$ cat src/rtl/seq_divider.sv
`default_nettype none
// ============================================================================
// Module   : seq_divider
// Purpose  : Sequential restoring divider, one quotient bit per clock.
//            Handles divide-by-zero and (optionally) signed overflow as
//            two-cycle fast paths that bypass the iterative loop.
// Config   : SEQ_DIVIDER_SIGNED_EN - when defined, is_signed selects
//            two's-complement DIV/REM; otherwise all operands are unsigned.
// Revision : 1.0 - initial release
// ============================================================================
module seq_divider #(
  parameter int DATA_WIDTH = 32
) (
  input  logic                  clk,
  input  logic                  reset,
  input  logic                  start,
  input  logic                  is_signed,
  input  logic [DATA_WIDTH-1:0] dividend,
  input  logic [DATA_WIDTH-1:0] divisor,
  output logic                  busy,
  output logic                  done,
  output logic [DATA_WIDTH-1:0] quotient,
  output logic [DATA_WIDTH-1:0] remainder,
  output logic                  div_by_zero
);

  localparam int CNT_W = $clog2(DATA_WIDTH + 1);
  localparam logic [CNT_W-1:0] LAST_STEP = CNT_W'(DATA_WIDTH - 1);

  typedef enum logic [1:0] {
    IDLE = 2'd0,
    RUN  = 2'd1,
    FIX  = 2'd2
  } state_t;

  state_t                state;
  logic [CNT_W-1:0]      count;
  logic [DATA_WIDTH-1:0] quo_work;   // dividend bits shift out, quotient bits shift in
  logic [DATA_WIDTH:0]   rem_work;   // partial remainder, one guard bit wide
  logic [DATA_WIDTH-1:0] div_work;   // magnitude of the divisor
  logic                  zero_flag;

  // Operand preparation (magnitudes and special-case detection)
  logic [DATA_WIDTH-1:0] abs_dividend;
  logic [DATA_WIDTH-1:0] abs_divisor;
  logic                  quo_sign;
  logic                  rem_sign;
  logic                  overflow;
  logic                  divisor_zero;

  // Final-correction results
  logic [DATA_WIDTH-1:0] fix_quo;
  logic [DATA_WIDTH-1:0] fix_rem;

  assign divisor_zero = (divisor == '0);

`ifdef SEQ_DIVIDER_SIGNED_EN
  localparam logic [DATA_WIDTH-1:0] MOST_NEG = {1'b1, {(DATA_WIDTH-1){1'b0}}};

  logic dividend_neg;
  logic divisor_neg;
  logic q_neg;
  logic r_neg;

  assign dividend_neg = is_signed & dividend[DATA_WIDTH-1];
  assign divisor_neg  = is_signed & divisor[DATA_WIDTH-1];
  assign abs_dividend = dividend_neg ? (~dividend + 1'b1) : dividend;
  assign abs_divisor  = divisor_neg  ? (~divisor  + 1'b1) : divisor;
  assign quo_sign     = dividend_neg ^ divisor_neg;
  assign rem_sign     = dividend_neg;
  // The only signed quotient that does not fit: MOST_NEG / -1
  assign overflow     = is_signed & (dividend == MOST_NEG) & (divisor == '1);
  assign fix_quo      = q_neg ? (~quo_work + 1'b1) : quo_work;
  assign fix_rem      = r_neg ? (~rem_work[DATA_WIDTH-1:0] + 1'b1) : rem_work[DATA_WIDTH-1:0];
`else
  logic unused_is_signed;

  assign unused_is_signed = is_signed;
  assign abs_dividend     = dividend;
  assign abs_divisor      = divisor;
  assign quo_sign         = 1'b0;
  assign rem_sign         = 1'b0;
  assign overflow         = 1'b0;
  assign fix_quo          = quo_work;
  assign fix_rem          = rem_work[DATA_WIDTH-1:0];
`endif

  // One restoring step: shift in the next dividend bit, trial-subtract the divisor
  logic [DATA_WIDTH+1:0] shifted;
  logic [DATA_WIDTH+1:0] diff;
  logic                  take;

  assign shifted = {rem_work, quo_work[DATA_WIDTH-1]};
  assign diff    = shifted - {2'b00, div_work};
  assign take    = ~diff[DATA_WIDTH+1];

  // Control FSM, datapath registers and registered outputs
  always_ff @(posedge clk or posedge reset) begin
    if (reset) begin
      state       <= IDLE;
      count       <= '0;
      quo_work    <= '0;
      rem_work    <= '0;
      div_work    <= '0;
      zero_flag   <= 1'b0;
      busy        <= 1'b0;
      done        <= 1'b0;
      quotient    <= '0;
      remainder   <= '0;
      div_by_zero <= 1'b0;
`ifdef SEQ_DIVIDER_SIGNED_EN
      q_neg       <= 1'b0;
      r_neg       <= 1'b0;
`endif
    end else begin
      done <= 1'b0;
      case (state)
        IDLE: begin
          if (start) begin
            busy  <= 1'b1;
            count <= '0;
            if (divisor_zero) begin
              // Architectural divide-by-zero result; no sign correction
              quo_work  <= '1;
              rem_work  <= {1'b0, dividend};
              zero_flag <= 1'b1;
`ifdef SEQ_DIVIDER_SIGNED_EN
              q_neg     <= 1'b0;
              r_neg     <= 1'b0;
`endif
              state     <= FIX;
            end else if (overflow) begin
              quo_work  <= dividend;
              rem_work  <= '0;
              zero_flag <= 1'b0;
`ifdef SEQ_DIVIDER_SIGNED_EN
              q_neg     <= 1'b0;
              r_neg     <= 1'b0;
`endif
              state     <= FIX;
            end else begin
              quo_work  <= abs_dividend;
              rem_work  <= '0;
              div_work  <= abs_divisor;
              zero_flag <= 1'b0;
`ifdef SEQ_DIVIDER_SIGNED_EN
              q_neg     <= quo_sign;
              r_neg     <= rem_sign;
`endif
              state     <= RUN;
            end
          end
        end

        RUN: begin
          rem_work <= take ? diff[DATA_WIDTH:0] : shifted[DATA_WIDTH:0];
          quo_work <= {quo_work[DATA_WIDTH-2:0], take};
          if (count == LAST_STEP) begin
            count <= '0;
            state <= FIX;
          end else begin
            count <= count + 1'b1;
          end
        end

        FIX: begin
          quotient    <= fix_quo;
          remainder   <= fix_rem;
          div_by_zero <= zero_flag;
          done        <= 1'b1;
          busy        <= 1'b0;
          state       <= IDLE;
        end

        default: begin
          busy  <= 1'b0;
          state <= IDLE;
        end
      endcase
    end
  end

`ifndef SEQ_DIVIDER_SIGNED_EN
  // Sign outputs of operand preparation are constant zero in the unsigned build
  logic unused_signs;
  assign unused_signs = quo_sign | rem_sign;
`endif

endmodule
`default_nettype wire

$ cat config.mk
export PLATFORM = sky130hd
export DESIGN_NAME = seq_divider
export DESIGN_NICKNAME = d
export VERILOG_FILES = /design/src/rtl/seq_divider.sv
export SDC_FILE = /design/constraint.sdc
export NUM_CORES = 1
export LEC_CHECK = 0
export ABC_AREA = 1
export BUFFER_PORTS_ARGS = -buffer_cell sky130_fd_sc_hd__buf_2
export CAP_MARGIN = 20
export CELL_PAD_IN_SITES_DETAIL_PLACEMENT = 0
export CELL_PAD_IN_SITES_GLOBAL_PLACEMENT = 1
export CORE_ASPECT_RATIO = 1.4
export CORE_MARGIN = 3
export CORE_UTILIZATION = 25
export CTS_CLUSTER_DIAMETER = 200
export DETAILED_ROUTE_END_ITERATION = 7
export PLACE_DENSITY = 0.56
export SETUP_SLACK_MARGIN = 0.2
export SYNTH_ARGS = -nofsm -noshare
export SYNTH_HDL_FRONTEND = slang
export SYNTH_SLANG_ARGS = --single-unit
$ cat constraint.sdc
create_clock -name clk -period 6.95 [get_ports clk]
set_input_delay 1.7375 -clock clk [delete_from_list [all_inputs] [get_ports clk]]
set_output_delay 1.7375 -clock clk [all_outputs]
set_load 0.01 [all_outputs]
# After elaboration in Yosys (flattened, before gate mapping)
# Index checks and enable logic that the tools add are counted.
# totals
n_memories	0
mem_bits_ro	0
elab_cells	47
ramBits	0
reg_bits	173
in_bits	68
latch_bits	0
# classes
order_cmp	0
n_div	0
bitwise	3
n_mul	0
n_eq_ne	5
n_reduce_logical	8
add_sub_neg	2
n_mux	18
shift	0
# ops
cell	count
32-bit two-way mux	3
33-bit two-way mux	2
33-bit case mux with 2 select lines	1
32-bit case mux with 2 select lines	1
34-bit by 32-bit subtractor with 34-bit output	1
32-bit logical NOT	1
6-bit two-way mux	2
6-bit case mux with 2 select lines	1
2-bit AND reduction	4
6-bit by 1-bit adder with 6-bit output, second input constant	1
6-bit by 5-bit equality test with 1-bit output, second input constant	1
2-bit two-way mux	3
2-bit inequality test, second input constant	2
2-bit case mux with 2 select lines	1
1-bit two-way mux	3
1-bit NOT	3
3-bit AND reduction	1
2-bit by 1-bit equality test with 1-bit output, second input constant	1
2-bit equality test, second input constant	1
2-bit logical NOT	1
1-bit case mux with 2 select lines	1
2-bit nonzero test	1

# Logic depth before layout (Yosys ltp)
# Gate-level depths: netlist of run 1.
# depth
ltp_word	4
mapped_depth	18
ltp_nobuf	18

# Least setup slack after synthesis of run 1
# No wires, ideal clock.
# synth_path
path_kind	input to register
startpoint	input port divisor[19]
endpoint	register div_work[7]
arrival_time_ps	2923
path_slack_ps	3896
setup_ps	131
stages	8
cell_sequence	nor4_1 > nand4_1 > nor2_2 > nor2_1 > clkbuf_1 > clkbuf_1 > nand2_1 > o21ai_0
# synth_between
elab_chain_cells	3
# synth_rtl
item	line	source
start: declaration	19	input logic [DATA_WIDTH-1:0] divisor,
32-bit logical NOT	55	assign divisor_zero = (divisor == '0);
1-bit NOT (no line)	n/a	
3-bit AND reduction (no line)	n/a	
end signal: assignment	144	div_work <= abs_divisor;
end: declaration	40	logic [DATA_WIDTH-1:0] div_work;
# Every way passes these cells.
# A chain may end at the register's enable or synchronous reset.

# Worst setup path in the final report of run 1
# layout_path
startpoint	input port divisor[31]
endpoint	register quo_work[3] (netlist: fix_quo[3])
# layout_between
elab_chain_cells	4
# layout_rtl
item	line	source
32-bit logical NOT	55	
32-bit two-way mux	122	if (divisor_zero) begin
32-bit two-way mux	119	if (start) begin
32-bit case mux with 2 select lines	117	case (state)
end signal: assignment	133	quo_work <= dividend;
end signal: assignment	142	quo_work <= abs_dividend;
end signal: assignment	157	quo_work <= {quo_work[DATA_WIDTH-2:0], take};
end: declaration	38	logic [DATA_WIDTH-1:0] quo_work;
# Every way passes these cells. The select of a mux whose other input is x is not followed.

==> results.yml, run 1 <==
synthesis:
  synthesis.area_um2: 10600
  avgSynthCellArea_um2: 7.11
  synth-warning-count: 0
  syn_inst: 1487
  ys.flop_type: "dfrtp_1"
  ys_types: 39
  synth_seq_cells: 173
  synthArstFlopShare_pct: 100
  ys_seq_area_share_pct: 41.0
  synth_fp_nets: 1589
  synth_area_leader_cell: "dfrtp_1"
  synth_top_area_share_pct: 41.0
  synth-edff-count: 0
  synth_area_leaders: "dfrtp_1 41%, nand2_1 14%, inv_1 9.3%"
job:
  drv_cap: 0
floorplan:
  die-area_um2: 44800
  core_area_um2: 41500
  chipWidth_um: 180
  initial_core_util_pct: 25.5
  pin_count: 135
  die_h_um: 249
  fp-row-count: 88
final_layout:
  nFillCells: 4616
  nets: 1690
  diodes: 0
  syn_to_final_growth_pct: 17.0
  drive_above_1_share_pct: 14.4
clock_tree:
  post-cts-setup-buffers: 0
  htree_num_levels: 4
  clk_latency_ns: 0.46
  cts_resized: 0
  clock_sinks: 173
  cts_buffers: 17
  cts.path.max_buffers: 2
  ctsHoldBuffers: 0
  cts.clk_slew.worst_paths_ns: 0.07
  cts_tree: "yes"
  cts_root_buf: "clkbuf_16"
timing:
  rsz0062_at_grt: "false"
  fmax_mhz: 248
  setup_viol: 0
  period_needed_ns: 4.04
  finalHoldViolations: 0
  finalCritPeriodShare_pct: 58.1
  slew_violations: 0
  worst_slew_pin_slew_ns: 1.01
  fin_skew_ns: 0.0110
  setup_tns_ns: 0
  slew_headroom_pct: 32.7
global_route:
  antenna_found_initial: 1
  grtUsageTotal_pct: 15.9
  grt_pass1_vias: 9545
  grt_pass1_wl_mm: 55.7
  grt_max_degree: 120
  gr-total-overflow: 0
placed_design:
  portBuffers: 133
  gp_congestion: 0.838
  hpwl_mm: 27.3
worst_setup_path:
  cp.required_ns: 7.31
  arrival_ns: 4.40
  critPathKind: "input pin to flop"
  start_kind: "input pin"
  crit_fanout: 27
  end_kind: "flop"
  r2r_setup_slack_ns: 4.00
route:
  vias: 9553
  wire_per_inst_um: 16.6
  drt_pass1_iterations: 5
  antenna_left: 0
  routed_via_density: 4.46
  drtIter0Drc: 516
  wirelength_mm: 35.6
  route.detailed.drc: 0
worst_hold_path:
  min_path_type: "flop to flop"
status:
  status: "finished clean"
## cell type report
cell class              count  area [um2]  area share (%)
clock buffers              21         480            3.89
clock inverters            11         154            1.24
inverters                 267        1010            8.15
multi-input cells         985        4970            40.2
flip-flops and latches    173        4330            35.0
well taps                 540         676            5.46
repair buffers            144         748            6.05
## metal layers
layer  GRT usage [%]  vias to the layer above  routed length [um]  share of wire (%)
met3            2.51                       30                1050                2.9
li1                -                     4894                   -                  -
met2            27.7                      137               17900                 50
met1            20.1                     4490               15900                 45
met5               0                        -                  14              0.039
met4            5.09                        2                 755                2.1
## cell usage after synthesis, drive strengths merged, types with 7 or more instances
library cell / n
nand2: 403
inv: 264
dfrtp: 173
o21ai: 138
nand3: 126
nor2: 104
a21oi: 90
clkbuf: 48
ha: 33
a22oi: 28
buf: 14
xor2: 13
nand4: 11
nor3: 7
## layout by cell type (no fill, tap or decap), types with 4 or more instances in the layout
cell	count
nor2_1	97
nand2_4	4
xnor2_1	6
inv_1	260
nor3_1	6
clkbuf_16	17
nor2_2	5
ha_1	33
inv_2	5
buf_4	11
xor2_1	13
o21bai_1	6
a22oi_1	28
dfrtp_1	173
a21oi_1	64
a21oi_2	26
nand2_2	8
buf_2	133
nand3_1	123
nor4_1	4
nand4_1	11
nand2_1	391
inv_6	4
o21ai_0	136
clkbuf_8	4
## sequential cells by signal (all words and copies together) (netlist names)
name and flops:
busy 1, count 6, div_by_zero 1, div_work 32, done 1, fix_quo 32, quotient 32, rem_work 33
remainder 32, state 2, zero_flag 1
## cell families after synthesis
kind of cell / after synthesis / share of synthesized area, %
xor gates and xnor gates: 19 / 1.57
and+or+nand+nor: 661 / 26.4
adders and majority gates: 34 / 4.10
DFF: 173 / 41.0
AOI/OAI and AO/OA: 271 / 14.8
buffers and inverters: 329 / 12.2
## path summary, 6_finish.rpt
kind / from / endpoint / cells past startpoint
min in group asynchronous: reset / done / 2
max reg2reg: state[1] / fix_quo[28] / 8
max: divisor[31] / fix_quo[3] / 7
min: quotient[8] / quotient[8] / 2
max in group asynchronous: reset / remainder[22] / 3
min reg2reg: quotient[8] / quotient[8] / 2
## worst max-delay path: stages
cell	delay [ns]
buf_2	0.11
nor4_1	0.84
nand4_1	0.28
nor2_2	0.60
nand2_1	0.27
buf_4	0.33
a32oi_1	0.22
## metrics by stage
stage | setup slack (ns) | hold WS (ns) | util (%) | cells | instance area (um2)
3_5_place_dp | 2.40 | 0.471 | 28.3 | 2109 | 11700
6_report | 2.91 | 0.483 | 29.8 | 2141 | 12400
5_1_grt | 2.79 | 0.502 | 29.8 | 2141 | 12400
2_1_floorplan | 0.524 | 0.448 | - | 1487 | 10600
4_1_cts | 2.88 | 0.490 | 29.8 | 2141 | 12400
3_3_place_gp | 2.40 | 0.466 | 28.3 | 2109 | 11700
Power of run 1 is left out: the tool's default activity adds up to more than one toggle a clock period on the data nets, which glitch-free logic cannot reach.
==> run 2: changes to the inputs <==
Settings changed: ABC_AREA 1 to 0, PLACE_DENSITY 0.56 to 0.57.
Clock period 6.95 ns to 3.4 ns, I/O delays scaled along.
==> run 2 against run 1 <==
  * Clock skew down 0.0018 ns
  * Via count down 15%
  * Final cell count down 22%
  * Wire length down 12%
  * Critical path depth up 3
  * Sequential share of layout area up 2.9 points
  * Area after synthesis down 12%
  * Non-clock buffer count up 27
  * Global-route usage about the same
  * Utilization up 1.4 points
  * Setup slack worse by 2.6 ns
  * Critical endpoint is now rem_work[5]
==> results.yml, run 2 <==
status:
  status: "finished clean"
placed_design:
  gp_congestion: 0.856
  placed_area_um2: 10700
  portBuffers: 133
  hpwl_mm: 23.8
final_layout:
  layout_common_cells: "265 x nand2_1, 173 x dfrtp_1, 133 x buf_2, 64 x nor2_1, 56 x a21oi_1"
  largest_reg_flops: 33
  regArea_um2: 4330
  syn_to_final_growth_pct: 22.7
  finalInstanceArea_um2: 11400
  drive_above_1_share_pct: 21.5
  nets: 1291
  largest_register: "rem_work"
  nFillCells: 3867
  layout_commonest_cell: "nand2_1"
  multi_input_area_um2: 4630
floorplan:
  pin_count: 135
  core_area_um2: 36700
  chipWidth_um: 169
  die_h_um: 234
  fp-row-count: 83
  die-area_um2: 39600
  initial_core_util_pct: 25.4
synthesis:
  synth_area_leaders: "dfrtp_1 47%, nand2_1 11%, ha_1 4.4%"
  ys_types: 63
  synth_top_area_share_pct: 46.5
  yosys.area_share.simple_pct: 21.0
  syn_inst: 1061
  synth_seq_cells: 173
  synth_top_family_by_area: "simple AND/OR/NAND/NOR gates"
  synth_xor_area_share_pct: 1.98
  synth_compound_area_share_pct: 15.2
  synthArstFlopShare_pct: 100
  synth-warning-count: 0
  synth_fp_nets: 1163
  ys_seq_area_share_pct: 46.5
  ys_top_cells_by_count: "266 x nand2_1, 173 x dfrtp_1, 66 x nor2_1, 57 x a21oi_1, 54 x clkbuf_1"
  synthAdderAreaFrac_pct: 4.65
  synthMuxAreaShare_pct: 6.00
  ys.flop_type: "dfrtp_1"
  avgSynthCellArea_um2: 8.77
  synthesis.area_um2: 9300
  synth_area_leader_cell: "dfrtp_1"
  synth.most_common_cell: "nand2_1"
  synth-edff-count: 0
route:
  antenna_left: 0
  routed_via_density: 4.87
  drt_pass1_iterations: 4
  wirelength_mm: 31.5
  route.detailed.drc: 0
  drtIter0Drc: 519
  vias: 8135
  wire_per_inst_um: 18.9
worst_hold_path:
  min_path_type: "flop to flop"
global_route:
  grt_max_degree: 73
  busiest_layer: "met2"
  grtUsageMet1_pct: 19.4
  met3_usage_pct: 2.75
  grtUsageTotal_pct: 15.9
  grt_pass1_vias: 8045
  antenna_found_initial: 2
  grt_pass1_wl_mm: 48.0
  gr-total-overflow: 0
  grt.met2_usage_pct: 27.0
timing:
  finalCritPeriodShare_pct: 91.5
  setup_viol: 0
  worst_slew_pin_slew_ns: 0.909
  fmax_mhz: 322
  slew_violations: 0
  period_needed_ns: 3.11
  finalHoldViolations: 0
  slew_headroom_pct: 39.3
  setup_tns_ns: 0
  fin_skew_ns: 0.00918
  rsz0062_at_grt: "true"
clock_tree:
  cts.clk_slew.worst_paths_ns: 0.07
  cts.path.max_buffers: 2
  htree_num_levels: 4
  cts_tree: "yes"
  clk_latency_ns: 0.45
  post-cts-setup-buffers: 0
  cts_buffers: 17
  clock_sinks: 173
  cts_root_buf: "clkbuf_16"
worst_setup_path:
  critical_path.cell_chain: "ha_1 > nand2_1 > o21ai_0 > a21oi_1 > a31oi_1 > or3_1 > and2_1 > buf_12 > mux2_4 > o21ai_2"
  critical-path-max-stage-delay_ns: 0.47
  cpMaxStageDelayCell: "dfrtp_1"
  critPathBufInv: 1
  arrival_ns: 3.49
  crit_family: "compound AO/OA/AOI/OAI gates"
  end_kind: "flop"
  crit_fanout: 18
  cp.required_ns: 3.78
  critPathKind: "flop to flop"
  start_kind: "flop"
power_and_ir_drop:
  p_leak_nw: 5.53
  ir_drop_v: 0.000500
  power_density_nw_per_um2: 1220
job:
  drv_cap: 0
run 2: changes by cell type after synthesis, moves of 17 or more:
cell     change
a21oi_2     -26
a31oi_1     +17
nor3_1      +34
nand3_1    -114
inv_1      -214
nand2_1    -126
nor2_1      -34
mux2_2      +34
o21ai_0     -95
a22oi_1     -28
o31ai_1     +34
run 2: stage by stage:
step	utilization [%]	instances	hold slack, ns	setup slack [ns]	power (mW)
2_1_floorplan	-	1061	0.435	0.339	9.19
3_3_place_gp	29.2	1637	0.455	0.219	11.7
3_5_place_dp	29.2	1637	0.458	0.179	11.7
4_1_cts	31.0	1668	0.474	0.187	14.0
5_1_grt	31.1	1668	0.490	0.189	15.1
6_report	31.1	1669	0.469	0.290	13.9
run 2: worst paths after layout:
| kind | from | cells past startpoint | to | slack [ns] |
|---|---|---|---|---|
| hold reg to reg | quotient[24] | 2 | quotient[24] | 0.47 |
| min in group asynchronous | reset | 2 | remainder[1] | 0.60 |
| setup reg to reg | rem_work[15] | 10 | rem_work[5] | 0.29 |
| hold / removal | quotient[24] | 2 | quotient[24] | 0.47 |
| max in group asynchronous | reset | 3 | state[1] | 2.10 |
| setup / recovery | rem_work[15] | 10 | rem_work[5] | 0.29 |
run 2: final cells by class:
| class | instances | area share, % |
|---|---|---|
| multi-input cells | 778 | 40.5 |
| clock inverters | 11 | 1.67 |
| inverters | 48 | 1.61 |
| well taps | 467 | 5.12 |
| clock buffers | 20 | 3.91 |
| flip-flops and latches | 173 | 37.9 |
| repair buffers | 171 | 9.21 |
| diodes | 1 | 0.0219 |
run 2: routing by layer:
metal	up-vias	wire (um)
li1	3935	-
met1	3968	13400
met2	177	15600
met3	53	1060
met4	2	1410
met5	-	13
run 2: worst reg2reg max path: stages, from the launching register on:
cell	delay (ns)
dfrtp_1	0.47
ha_1	0.43
nand2_1	0.21
o21ai_0	0.19
a21oi_1	0.40
a31oi_1	0.17
or3_1	0.37
and2_1	0.22
buf_12	0.18
mux2_4	0.31
o21ai_2	0.10
run 2: cell families after synthesis:
logic type | Yosys count
simple gates | 452
compound gates | 220
flops | 173
buf+inv | 110
mux | 51
fa+ha+maj | 34
xor+xnor | 21
run 2: power by group:
| part | internal (mW) | switching, mW | total (mW) |
|---|---|---|---|
| registers | 3.07 | 0.804 | 3.87 |
| clock network | 1.32 | 0.857 | 2.18 |
| logic | 3.38 | 4.49 | 7.87 |
| total | 7.76 | 6.15 | 13.9 |
run 2: what timing repair did:
action,CTS,global route
hold buffers,0,0
endpoints found under the setup margin,6,20
pin swaps,0,2
resized for setup,1,9
No activity file was read; power rests on OpenSTA's default activity.
